===== config.mk =====
export PLATFORM = sky130hd
export DESIGN_NAME = pcs_tx_ordered_set_flat
export DESIGN_NICKNAME = d
export VERILOG_FILES = /design/src/rtl/pcs_tx_ordered_set_if.sv /design/src/rtl/pcs_tx_ordered_set.sv /design/src/flat_wrapper.sv
export SDC_FILE = /design/constraint.sdc
export NUM_CORES = 1
export LEC_CHECK = 0
export ABC_AREA = 1
export ABC_CLOCK_PERIOD_IN_PS = 2610
export CORE_MARGIN = 5
export CORE_UTILIZATION = 30
export CTS_CLUSTER_DIAMETER = 40
export CTS_CLUSTER_SIZE = 12
export DETAILED_ROUTE_END_ITERATION = 10
export PLACE_DENSITY = 0.7
export SLEW_MARGIN = 20
export SYNTH_ARGS = -nofsm -noshare
export SYNTH_HDL_FRONTEND = slang
export SYNTH_SLANG_ARGS = --single-unit
export TNS_END_PERCENT = 5

===== constraint.sdc =====
create_clock -name sync_clk -period 2.61 [get_ports sync_clk]
set_input_delay 0.522 -clock sync_clk [delete_from_list [all_inputs] [get_ports sync_clk]]
set_output_delay 0.522 -clock sync_clk [all_outputs]
set_load 0.02 [all_outputs]

===== src/rtl/pcs_tx_ordered_set_if.sv =====
// Transmit bus between the GMII-style MAC, the ordered-set controller and
// the 8b/10b encoder. The master side is the MAC/encoder pair; the slave side
// is the ordered-set controller.
interface pcs_tx_ordered_set_if;
  logic       tx_en;
  logic       tx_er;
  logic [7:0] txd;
  logic       tx_disparity_pos;
  logic [7:0] tx_octet;
  logic       tx_is_k;
  logic       tx_even;
  logic       tx_busy;

  modport master (
    output tx_en, tx_er, txd, tx_disparity_pos,
    input  tx_octet, tx_is_k, tx_even, tx_busy
  );

  modport slave (
    input  tx_en, tx_er, txd, tx_disparity_pos,
    output tx_octet, tx_is_k, tx_even, tx_busy
  );
endinterface


===== src/rtl/pcs_tx_ordered_set.sv =====
// 1000BASE-X PCS transmit ordered-set controller.
// Sequences /I/ idle pairs, /S/ + frame data, and /T/R/[R/] end-of-packet
// towards the 8b/10b encoder, and owns code-group parity so that every comma
// (K28.5) and /S/ lands on an even slot.
// Optional feature macro: PCS_TX_ERR_PROP_EN -- when defined, tx_er during a
// frame emits /V/ (K30.7) in place of the data octet.
module pcs_tx_ordered_set (
  input  logic                        sync_clk,
  input  logic                        mr_main_reset,
  pcs_tx_ordered_set_if.slave         bus
);

  localparam logic [7:0] K28_5 = 8'hBC;  // comma, first half of /I/
  localparam logic [7:0] K27_7 = 8'hFB;  // /S/
  localparam logic [7:0] K29_7 = 8'hFD;  // /T/
  localparam logic [7:0] K23_7 = 8'hF7;  // /R/
  localparam logic [7:0] K30_7 = 8'hFE;  // /V/
  localparam logic [7:0] D5_6  = 8'hC5;  // /I1/ second half (flips disparity)
  localparam logic [7:0] D16_2 = 8'h50;  // /I2/ second half (keeps disparity)

  typedef enum logic [2:0] {
    ST_IDLE_K = 3'd0,
    ST_IDLE_D = 3'd1,
    ST_START  = 3'd2,
    ST_DATA   = 3'd3,
    ST_END_T  = 3'd4,
    ST_END_R1 = 3'd5,
    ST_END_R2 = 3'd6
  } state_e;

  state_e     state_q,    state_d;
  logic [7:0] tx_octet_q, tx_octet_d;
  logic       tx_is_k_q,  tx_is_k_d;
  logic       tx_even_q,  tx_even_d;
  logic       tx_busy_q,  tx_busy_d;

  // A slot belongs to a frame from /S/ through the last /R/.
  function automatic logic is_frame_state(input state_e st);
    logic busy;
    case (st)
      ST_START, ST_DATA, ST_END_T, ST_END_R1, ST_END_R2: busy = 1'b1;
      default:                                            busy = 1'b0;
    endcase
    return busy;
  endfunction

`ifndef PCS_TX_ERR_PROP_EN
  // tx_er has no consumer in this build; keep it visibly terminated.
  logic unused_tx_er_s;
  assign unused_tx_er_s = bus.tx_er;
`endif

  // Next-slot decision: state transition first, then the octet that slot carries.
  always_comb begin
    state_d    = state_q;
    tx_octet_d = K28_5;
    tx_is_k_d  = 1'b1;
    tx_even_d  = ~tx_even_q;

    case (state_q)
      ST_IDLE_K: state_d = ST_IDLE_D;
      ST_IDLE_D: begin
        if (bus.tx_en) begin
          state_d = ST_START;
        end else begin
          state_d = ST_IDLE_K;
        end
      end
      ST_START, ST_DATA: begin
        if (bus.tx_en) begin
          state_d = ST_DATA;
        end else begin
          state_d = ST_END_T;
        end
      end
      ST_END_T:  state_d = ST_END_R1;
      // A second /R/ is only needed when the first one sat on an even slot,
      // so that the following comma is realigned to even.
      ST_END_R1: begin
        if (tx_even_q) begin
          state_d = ST_END_R2;
        end else begin
          state_d = ST_IDLE_K;
        end
      end
      ST_END_R2: state_d = ST_IDLE_K;
      default:   state_d = ST_IDLE_K;
    endcase

    case (state_d)
      ST_IDLE_K: begin
        tx_octet_d = K28_5;
        tx_is_k_d  = 1'b1;
      end
      ST_IDLE_D: begin
        // /I1/ pulls a positive running disparity back negative.
        if (bus.tx_disparity_pos) begin
          tx_octet_d = D5_6;
        end else begin
          tx_octet_d = D16_2;
        end
        tx_is_k_d = 1'b0;
      end
      ST_START: begin
        tx_octet_d = K27_7;
        tx_is_k_d  = 1'b1;
      end
      ST_DATA: begin
`ifdef PCS_TX_ERR_PROP_EN
        if (bus.tx_er) begin
          tx_octet_d = K30_7;
          tx_is_k_d  = 1'b1;
        end else begin
          tx_octet_d = bus.txd;
          tx_is_k_d  = 1'b0;
        end
`else
        tx_octet_d = bus.txd;
        tx_is_k_d  = 1'b0;
`endif
      end
      ST_END_T: begin
        tx_octet_d = K29_7;
        tx_is_k_d  = 1'b1;
      end
      ST_END_R1, ST_END_R2: begin
        tx_octet_d = K23_7;
        tx_is_k_d  = 1'b1;
      end
      default: begin
        tx_octet_d = K28_5;
        tx_is_k_d  = 1'b1;
      end
    endcase

    tx_busy_d = is_frame_state(state_d);
  end

  // State and output registers; reset truncates any frame and parks on an even comma.
  always_ff @(posedge sync_clk) begin
    if (mr_main_reset) begin
      state_q    <= ST_IDLE_K;
      tx_octet_q <= K28_5;
      tx_is_k_q  <= 1'b1;
      tx_even_q  <= 1'b1;
      tx_busy_q  <= 1'b0;
    end else begin
      state_q    <= state_d;
      tx_octet_q <= tx_octet_d;
      tx_is_k_q  <= tx_is_k_d;
      tx_even_q  <= tx_even_d;
      tx_busy_q  <= tx_busy_d;
    end
  end

  assign bus.tx_octet = tx_octet_q;
  assign bus.tx_is_k  = tx_is_k_q;
  assign bus.tx_even  = tx_even_q;
  assign bus.tx_busy  = tx_busy_q;

endmodule


===== src/flat_wrapper.sv =====
// flat-port wrapper written by rule: the top's interface ports become plain ports
module pcs_tx_ordered_set_flat 
  (sync_clk, mr_main_reset, bus_tx_en, bus_tx_er, bus_txd, bus_tx_disparity_pos, bus_tx_octet, bus_tx_is_k, bus_tx_even, bus_tx_busy);
  pcs_tx_ordered_set_if bus_i ();
  input  logic sync_clk;
  input  logic mr_main_reset;
  input wire logic [$bits(bus_i.tx_en)-1:0] bus_tx_en;
  input wire logic [$bits(bus_i.tx_er)-1:0] bus_tx_er;
  input wire logic [$bits(bus_i.txd)-1:0] bus_txd;
  input wire logic [$bits(bus_i.tx_disparity_pos)-1:0] bus_tx_disparity_pos;
  output wire logic [$bits(bus_i.tx_octet)-1:0] bus_tx_octet;
  output wire logic [$bits(bus_i.tx_is_k)-1:0] bus_tx_is_k;
  output wire logic [$bits(bus_i.tx_even)-1:0] bus_tx_even;
  output wire logic [$bits(bus_i.tx_busy)-1:0] bus_tx_busy;
  assign bus_i.tx_en = bus_tx_en;
  assign bus_i.tx_er = bus_tx_er;
  assign bus_i.txd = bus_txd;
  assign bus_i.tx_disparity_pos = bus_tx_disparity_pos;
  assign bus_tx_octet = bus_i.tx_octet;
  assign bus_tx_is_k = bus_i.tx_is_k;
  assign bus_tx_even = bus_i.tx_even;
  assign bus_tx_busy = bus_i.tx_busy;
  pcs_tx_ordered_set u_core (.sync_clk(sync_clk), .mr_main_reset(mr_main_reset), .bus(bus_i));
endmodule

==> flow_results.org, run 1 <==
** Status
- The flow ran to the end, and the final reports show no timing, DRC or antenna violations.

** Clock network
- The clock passes through at most 2 buffers.
- Number of buffers inserted during clock tree synthesis :: 3
- The clock reaches the later pin of the worst-skew pair after 0.28 ns.
- CTS saw 14 sinks.
- Clock tree root driver cell :: clkbuf_4
- H-tree level count :: 1
- Cts hold-fix bufs :: 0
- TritonCTS built the clock tree.
- Post-CTS timing repair inserted 0 buffers for setup.
- After clock tree synthesis, the repair step resized 0 gates.
- Clock-pin slew was measured on the worst setup and hold paths at 0.08 ns.

** Timing
- Tightest Pin Transition :: 0.274 ns
- Based on the critical path, the design can be clocked at up to 556 MHz.
- Fin. Hold Viols :: 0
- Worst rel slew slack :: 81.7%
- Across the routed clock network, the largest skew measured is 0.00712 ns.
- The final-report max-slew violation count came to 0.
- Setup total negative slack on the finished layout was measured at 0 ns.
- Fraction of the cycle the final worst path needs :: 68.9%
- Min cycle time layout :: 1.80 ns
- Final-report setup violation count :: 0
- Setup repair after global routing left no endpoint under its margin.

** Global routing
- The first global-routing pass estimated 2160 um of wire.
- Entering global routing, the biggest net connects 11 pins.
- Global routing consumed, over all layers together, 10.9% of the routing resources.
- Number of antenna violations at the first check in global routing :: 0
- Number of global-route vias before repair :: 545
- Global routing finished with a remaining overflow of 0.

** Detailed routing
- Post-detailed-route DRC marker count :: 0
- Using the TritonRoute via totals, the vias-per-cell ratio works out to 4.48.
- Antenna Violating Nets Remaining :: 0
- Total number of vias :: 582
- For this block, the initial DRC count from the detailed router was 11.
- Detailed-route wire length :: 1390 um
- For this run, the detailed router's first-pass iteration total came to 4.
- After detailed routing, the average wire length per cell comes to 10.7 um.

** Flow run
- The tool flagged a number of max-cap violations equal to 0.

** Setup path
- Critical path buffers and inverters :: 1
- Critical setup path kind :: register to primary output
- Series of cell instances along the critical path :: clkdlybuf4s50_1
- Critical-path maximum fanout :: 4
- Data arrives at the worst endpoint at 1.28 ns.
- On the worst path, the slowest cell contributes a delay of 0.62 ns.
- Slowest cell on the critical path :: clkdlybuf4s50_1
- Cells on worst reg2reg path :: 6
- On the critical path the largest part of the delay comes from buffers and inverters.
- STA puts the critical path data required time at 2.09 ns.
- In this run the number of cells on the critical path is 1.
- Worst setup EP type :: primary output
- Critical Path Start Type :: register

** Yosys
- After synthesis the netlist holds a flip-flop and latch count of 14.
- Proportion of netlist area held by the largest area contributor :: 48.8%
- By area the synthesized netlist is led by dfxtp_1 (49%), nand2_1 (13%), inv_1 (7.8%).
- Yosys warning total :: 0
- After synthesis, the netlist uses 14 different library cells.
- In this run the cell area of the synthesized design comes to 574 um2.
- Share of the yosys chip area belonging to registers :: 48.8%
- Synthesized area per cell :: 7.27 um2
- Number of instances in the synthesized netlist :: 79
- Counting every net in the synthesized netlist gives 92.
- Biggest area consumer among synthesized cells :: dfxtp_1

** Floorplan
- Measured along the x axis, the die boundary spans 53.8 um.
- Cell Rows :: 15
- Measured along the y axis, the die boundary spans 53.8 um.
- Pin placement for this block handled 24 I/O pins.
- The core region is 1760 um2.
- The die covers 2890 um2.
- Once the floorplan was initialized, standard cells occupied 32.6% of the core.

** Min path
- In this run the worst hold path is classified as register to register.
- Min-Delay Path Depth :: 1

** Power
- Peak supply drop :: 0.210 mV
- Power per standard cell area :: 615 nW/um2
- In this run the static leakage power is 0.412 nW.
- Overall power consumption after layout is estimated at 0.530 mW.

** Cells and area
- The repair_antennas step left the layout with diodes totalling 0.
- Layout overhead on the synthesized area :: 50.1%
- Ratio of cells with drive above 1 in the final layout :: 10.5%
- Final nets :: 119

** Placed design
- Port bufs :: 22
- After legalization and detailed placement, the total HPWL measured 1090 um.
- Routability-driven placement finished with a final weighted congestion of 0.827.
[layout by cell type (no fill, tap or decap), drive strengths merged]
cell type,Yosys,final
dfxtp,14,14
nand4,4,4
nand3b,1,1
nand3,8,8
clkbuf,0,4
o21ai,1,1
nand2,22,22
clkdlybuf4s50,0,22
nor3,1,1
nor2,9,9
a21oi,5,5
inv,14,14
[final timing paths]
kind,from,endpoint,slack (ns)
worst min-delay path,u_core.bus.tx_even,u_core.bus.tx_even,0.43
worst max register to register,u_core.state_q[1],u_core.bus.tx_busy,1.46
worst min register to register,u_core.bus.tx_even,u_core.bus.tx_even,0.43
worst max-delay path,u_core.bus.tx_even,bus_tx_even,0.81
[metal layers]
| metal | vias to the layer above | track usage [%] | wire length, um | share of wire [%] |
|---|---|---|---|---|
| li1 | 301 | - | - | - |
| met1 | 253 | 11.2 | 560 | 40 |
| met2 | 23 | 17.7 | 657 | 47 |
| met3 | 5 | 3.60 | 123 | 8.9 |
| met4 | 0 | 8.94 | 44 | 3.2 |
| met5 | - | 0 | 0 | 0 |
[registers in the layout (all words and copies together), names as in the netlist]
| name | cells |
|---|---|
| u_core.bus.tx_octet | 8 |
| u_core.state_q | 3 |
| u_core.bus.tx_busy | 1 |
| u_core.bus.tx_even | 1 |
| u_core.bus.tx_is_k | 1 |
[per-stage QoR]
| step | area, um2 | hold WS, ns | util, % | cells | setup slack, ns |
|---|---|---|---|---|---|
| 4_1_cts | 862 | 0.437 | 48.9 | 130 | 0.789 |
| 5_1_grt | 862 | 0.465 | 48.9 | 130 | 0.752 |
| 3_5_place_dp | 826 | 0.414 | 46.8 | 126 | 0.801 |
| 6_report | 862 | 0.433 | 48.9 | 130 | 0.812 |
| 2_1_floorplan | 574 | 0.485 | - | 79 | 1.55 |
| 3_3_place_gp | 826 | 0.405 | 46.8 | 126 | 0.836 |
[final cells by class]
class / instances / area, um2
timing repair buffer: 22 / 220
clock buffer: 4 / 36.3
inverter: 14 / 52.6
sequential: 14 / 280
fill: 193 / 902
multi-input combinational: 51 / 241
tap: 25 / 31.3
[report_power, final]
part	switching (mW)	total, mW	internal, mW
Clock	0.0686	0.154	0.0849
Combinational	0.0693	0.132	0.0631
Sequential	0.00903	0.244	0.235
Total	0.147	0.530	0.383
[cell families (layout without fill, tap and decap cells)]
kind of cell / Yosys count / after routing / share of synthesized area, %
AOI/OAI and AO/OA: 6 / 6 / 5.23
DFF: 14 / 14 / 48.8
buffers and inverters: 14 / 40 / 9.15
and+or+nand+nor: 45 / 45 / 36.8
[cells in the mapped netlist, drive strengths merged]
cell and instances:
nand3b 1, o21ai 1, nand4 4, dfxtp 14
inv 14, nand3 8, nor3 1, a21oi 5
nand2 22, nor2 9
Power figures use the tool's default switching activity.
==> run 2: changes to the inputs <==
--- a/config.mk
+++ b/config.mk
@@ -6,7 +6,7 @@
 export NUM_CORES = 1
 export LEC_CHECK = 0
 export ABC_AREA = 1
-export ABC_CLOCK_PERIOD_IN_PS = 2610
+export ABC_CLOCK_PERIOD_IN_PS = 1700
 export CORE_MARGIN = 5
 export CORE_UTILIZATION = 30
 export CTS_CLUSTER_DIAMETER = 40
==> constraint.sdc (replaced) <==
create_clock -name sync_clk -period 1.7 [get_ports sync_clk]
set_input_delay 0.34 -clock sync_clk [delete_from_list [all_inputs] [get_ports sync_clk]]
set_output_delay 0.34 -clock sync_clk [all_outputs]
set_load 0.02 [all_outputs]
==> flow_results.org, run 2 (synthesis gave the netlist of run 1 again) <==
** Cells and area
- The register area came to 280 um2 (unchanged).
- The area growth from synthesis to layout is 51.4%.
- The count of filler cells inserted in the layout was 194 (+0.52%).
- Max reg flops :: 8 (unchanged)
- The footprint of the multi-input gates is 241 um2 (unchanged).
- The share of the core filled with cells in the final layout is 49.3% (+0.43 points).
- The library cell used most frequently in the layout, excluding fill and tap cells, is clkdlybuf4s50_1.
- Total inserted antenna cells :: 0 (unchanged)
- The post-layout net count came to 120 (+0.84%).
- Ratio of cells with drive above 1 in the final layout :: 11.3% (+0.84 points)
- Post-Layout Inst Area :: 870 um2 (+0.87%)
- Commonest cells after routing, fill and taps aside :: clkdlybuf4s50_1 (22), nand2_1 (20), dfxtp_1 (14), inv_1 (12), nor2_1 (8)

** Global routing
- Number of global-route vias before repair :: 551 (+1.1%)
- The global-route wire length before repair is 2210 um (+2.3%).
- Pin count of the biggest net entering global routing :: 11 (unchanged)
- The number of antenna violations at the first check in global routing is 0 (unchanged).
- Total GRT Usage :: 10.6% (-0.24 points)
- GR Overflow Total :: 0 (unchanged)

** Setup path
- The data arrival time of the critical path came to 1.26 ns (-0.02 ns).
- Worst setup path startpoint :: u_core.bus.tx_even
- Data required time at the worst endpoint :: 1.36 ns (-0.73 ns)
- Critical path buffers and inverters :: 1 (unchanged)
- The peak fanout along the critical path was 4 (unchanged).
- Slowest cell on the critical path :: clkdlybuf4s50_1
- The worst setup path is captured at a primary output.
- The critical path is of the register to primary output type.
- The longest individual stage delay on the worst path is 0.62 ns (about the same).
- The critical path goes through clkdlybuf4s50_1.
- Launch point of the worst reg-to-reg path :: u_core.state_q[1]
- The internal reg-to-reg setup slack is 0.58 ns (-0.88 ns).
- Among cell families on the critical path, the largest total delay comes from buffers and inverters.
- The worst setup path is launched from a register.

** Timing
- The aggregate negative setup slack is 0 ns (unchanged).
- The routed design could run at a clock period as short as 1.60 ns.
- The final-report hold violation count came to 0 (unchanged).
- The worst hold slack was 0.424 ns (-0.00944 ns).
- Tightest Pin Transition :: 0.245 ns (-0.0290 ns)
- Maximum operating frequency :: 625 MHz
- Final-report setup violation count :: 0 (unchanged)
- Worst rel slew slack :: 83.6% (+1.9 points)
- The final-report max-slew violation count was 0 (unchanged).
- Setup repair after global routing left no endpoint under its margin.
- The worst clock skew on the final layout came to 0.00559 ns (-0.00153 ns).
- After layout, the worst path uses 94.1% of the clock period.

** Detailed routing
- The post-detailed-routing wire length was 1340 um (-3.0%).
- Mean routed wirelength per cell :: 10.3 um (-3.8%)
- The first-pass iteration count of the detailed router was 4 (unchanged).
- Post-detailed-route DRC marker count :: 0 (unchanged)
- The final antenna-violating net count was 0 (unchanged).
- Total number of vias :: 572 (-1.7%)
- The via count normalized by instance count is 4.37 (-2.5%).
- The starting DRC count in detailed routing is 5 (-6).

** Floorplan
- The number of top-level pins was 24 (unchanged).
- The initial standard-cell utilization of the core came to 32.6% (unchanged).
- The number of rows created at floorplan was 15 (unchanged).
- The area of the die is 2890 um2 (unchanged).
- Core ar. :: 1760 um2 (unchanged)
- The die height is 53.8 um (unchanged).
- The die width is 53.8 um (unchanged).

** Clock network
- Cts hold-fix bufs :: 0 (unchanged)
- Clock insertion delay at the later pin of the skew report :: 0.28 ns (about the same)
- Maximum clock insertion buffer count :: 2 (unchanged)
- Number of instances resized during post-cts repair :: 0 (unchanged)
- The clock-pin slew reported for the worst setup and hold paths after clock tree synthesis was 0.08 ns (about the same).
- The tree is rooted in a clkbuf_4.
- The CTS buffer count is 3 (unchanged).
- The sink count of the clock tree was 14 (unchanged).
- Total setup buffers inserted after CTS :: 0 (unchanged)
- TritonCTS built the clock tree.
- H-tree level count :: 1 (unchanged)

** Power
- The switching share of total power was 27.8% (+0.089 points).
- Clock power frac :: 29.2% (+0.2 points)
- The peak supply drop was 0.426 mV (+100%).
- The power share of the combinational group is 25.0% (about the same).
- Net load switching power :: 0.227 mW (+55%)
- The internal power of the cells came to 0.589 mW (+54%).
- Static leakage :: 0.416 nW (+1.2%)
- Sequential share of power :: 45.8% (-0.2 points)
- The power density over the cells was 939 nW/um2 (+53%).

** Min path
- HP Start :: u_core.bus.tx_even
- Min-delay worst type :: register to register

** Status
- The flow ran to the end, and the final reports show no timing, DRC or antenna violations.

** Placed design
- The number of input and output port buffers inserted came to 22 (unchanged).
- Placed instance area :: 833 um2 (+0.91%)
- Post-detailed-placement half-perimeter wirelength :: 1100 um (about the same)
- Placer Congestion :: 0.819 (-0.91%)

** Flow run
- Count of max-cap constraint violations :: 0 (unchanged)
## run 2: power by group through the flow
| stage | sequential (mW) | clock (mW) | combinational [mW] |
|---|---|---|---|
| after CTS | 0.374 | 0.244 | 0.207 |
| after floorplan | 0.417 | 0 | 0.0695 |
| final | 0.374 | 0.238 | 0.204 |
| after global placement | 0.381 | 0 | 0.204 |
| after detailed placement | 0.382 | 0 | 0.206 |
| after global routing | 0.378 | 0.264 | 0.224 |
## run 2: through the flow
stage / power (mW) / setup slack, ns / cells
floorplan: 0.487 / 0.709 / 79
global placement: 0.585 / 0.123 / 127
detailed placement: 0.588 / 0.0729 / 127
CTS: 0.825 / 0.0837 / 131
global route: 0.866 / 0.0195 / 131
finish: 0.817 / 0.100 / 131
## run 2: final timing paths
check                            to  cells after the start
max                     bus_tx_even                      1
min              u_core.bus.tx_even                      1
max reg2reg  u_core.bus.tx_octet[5]                      6
min reg2reg      u_core.bus.tx_even                      1
## run 2: cell type report
type,count,area share (%)
inverter,14,6.04
tap,25,3.60
clock buffer,4,4.17
sequential,14,32.2
timing repair buffer,23,26.2
multi-input combinational,51,27.8
## run 2: routing by layer
layer | share of wire [%] | global-route usage (%) | vias to the layer above
met2 | 48 | 18.3 | 19
met3 | 10 | 2.49 | 5
met1 | 38 | 11.2 | 243
li1 | - | - | 305
met5 | 0 | 0 | -
met4 | 3.1 | 7.66 | 0
## run 2: worst reg2reg max path, delay by kind of cell (launching register included)
family,cells,cell delay [ns]
DFF,1,0.38
buffers and inverters,2,0.15
and+or+nand+nor,4,0.48
==> run 3: changes to the inputs <==
--- a/config.mk
+++ b/config.mk
@@ -13,6 +13,7 @@
 export CTS_CLUSTER_SIZE = 12
 export DETAILED_ROUTE_END_ITERATION = 10
 export PLACE_DENSITY = 0.7
+export SKIP_CTS_REPAIR_TIMING = 1
 export SLEW_MARGIN = 20
 export SYNTH_ARGS = -nofsm -noshare
 export SYNTH_HDL_FRONTEND = slang
==> results of run 3 <==
The final DEF is identical to that of run 2; final timing and power are the same.
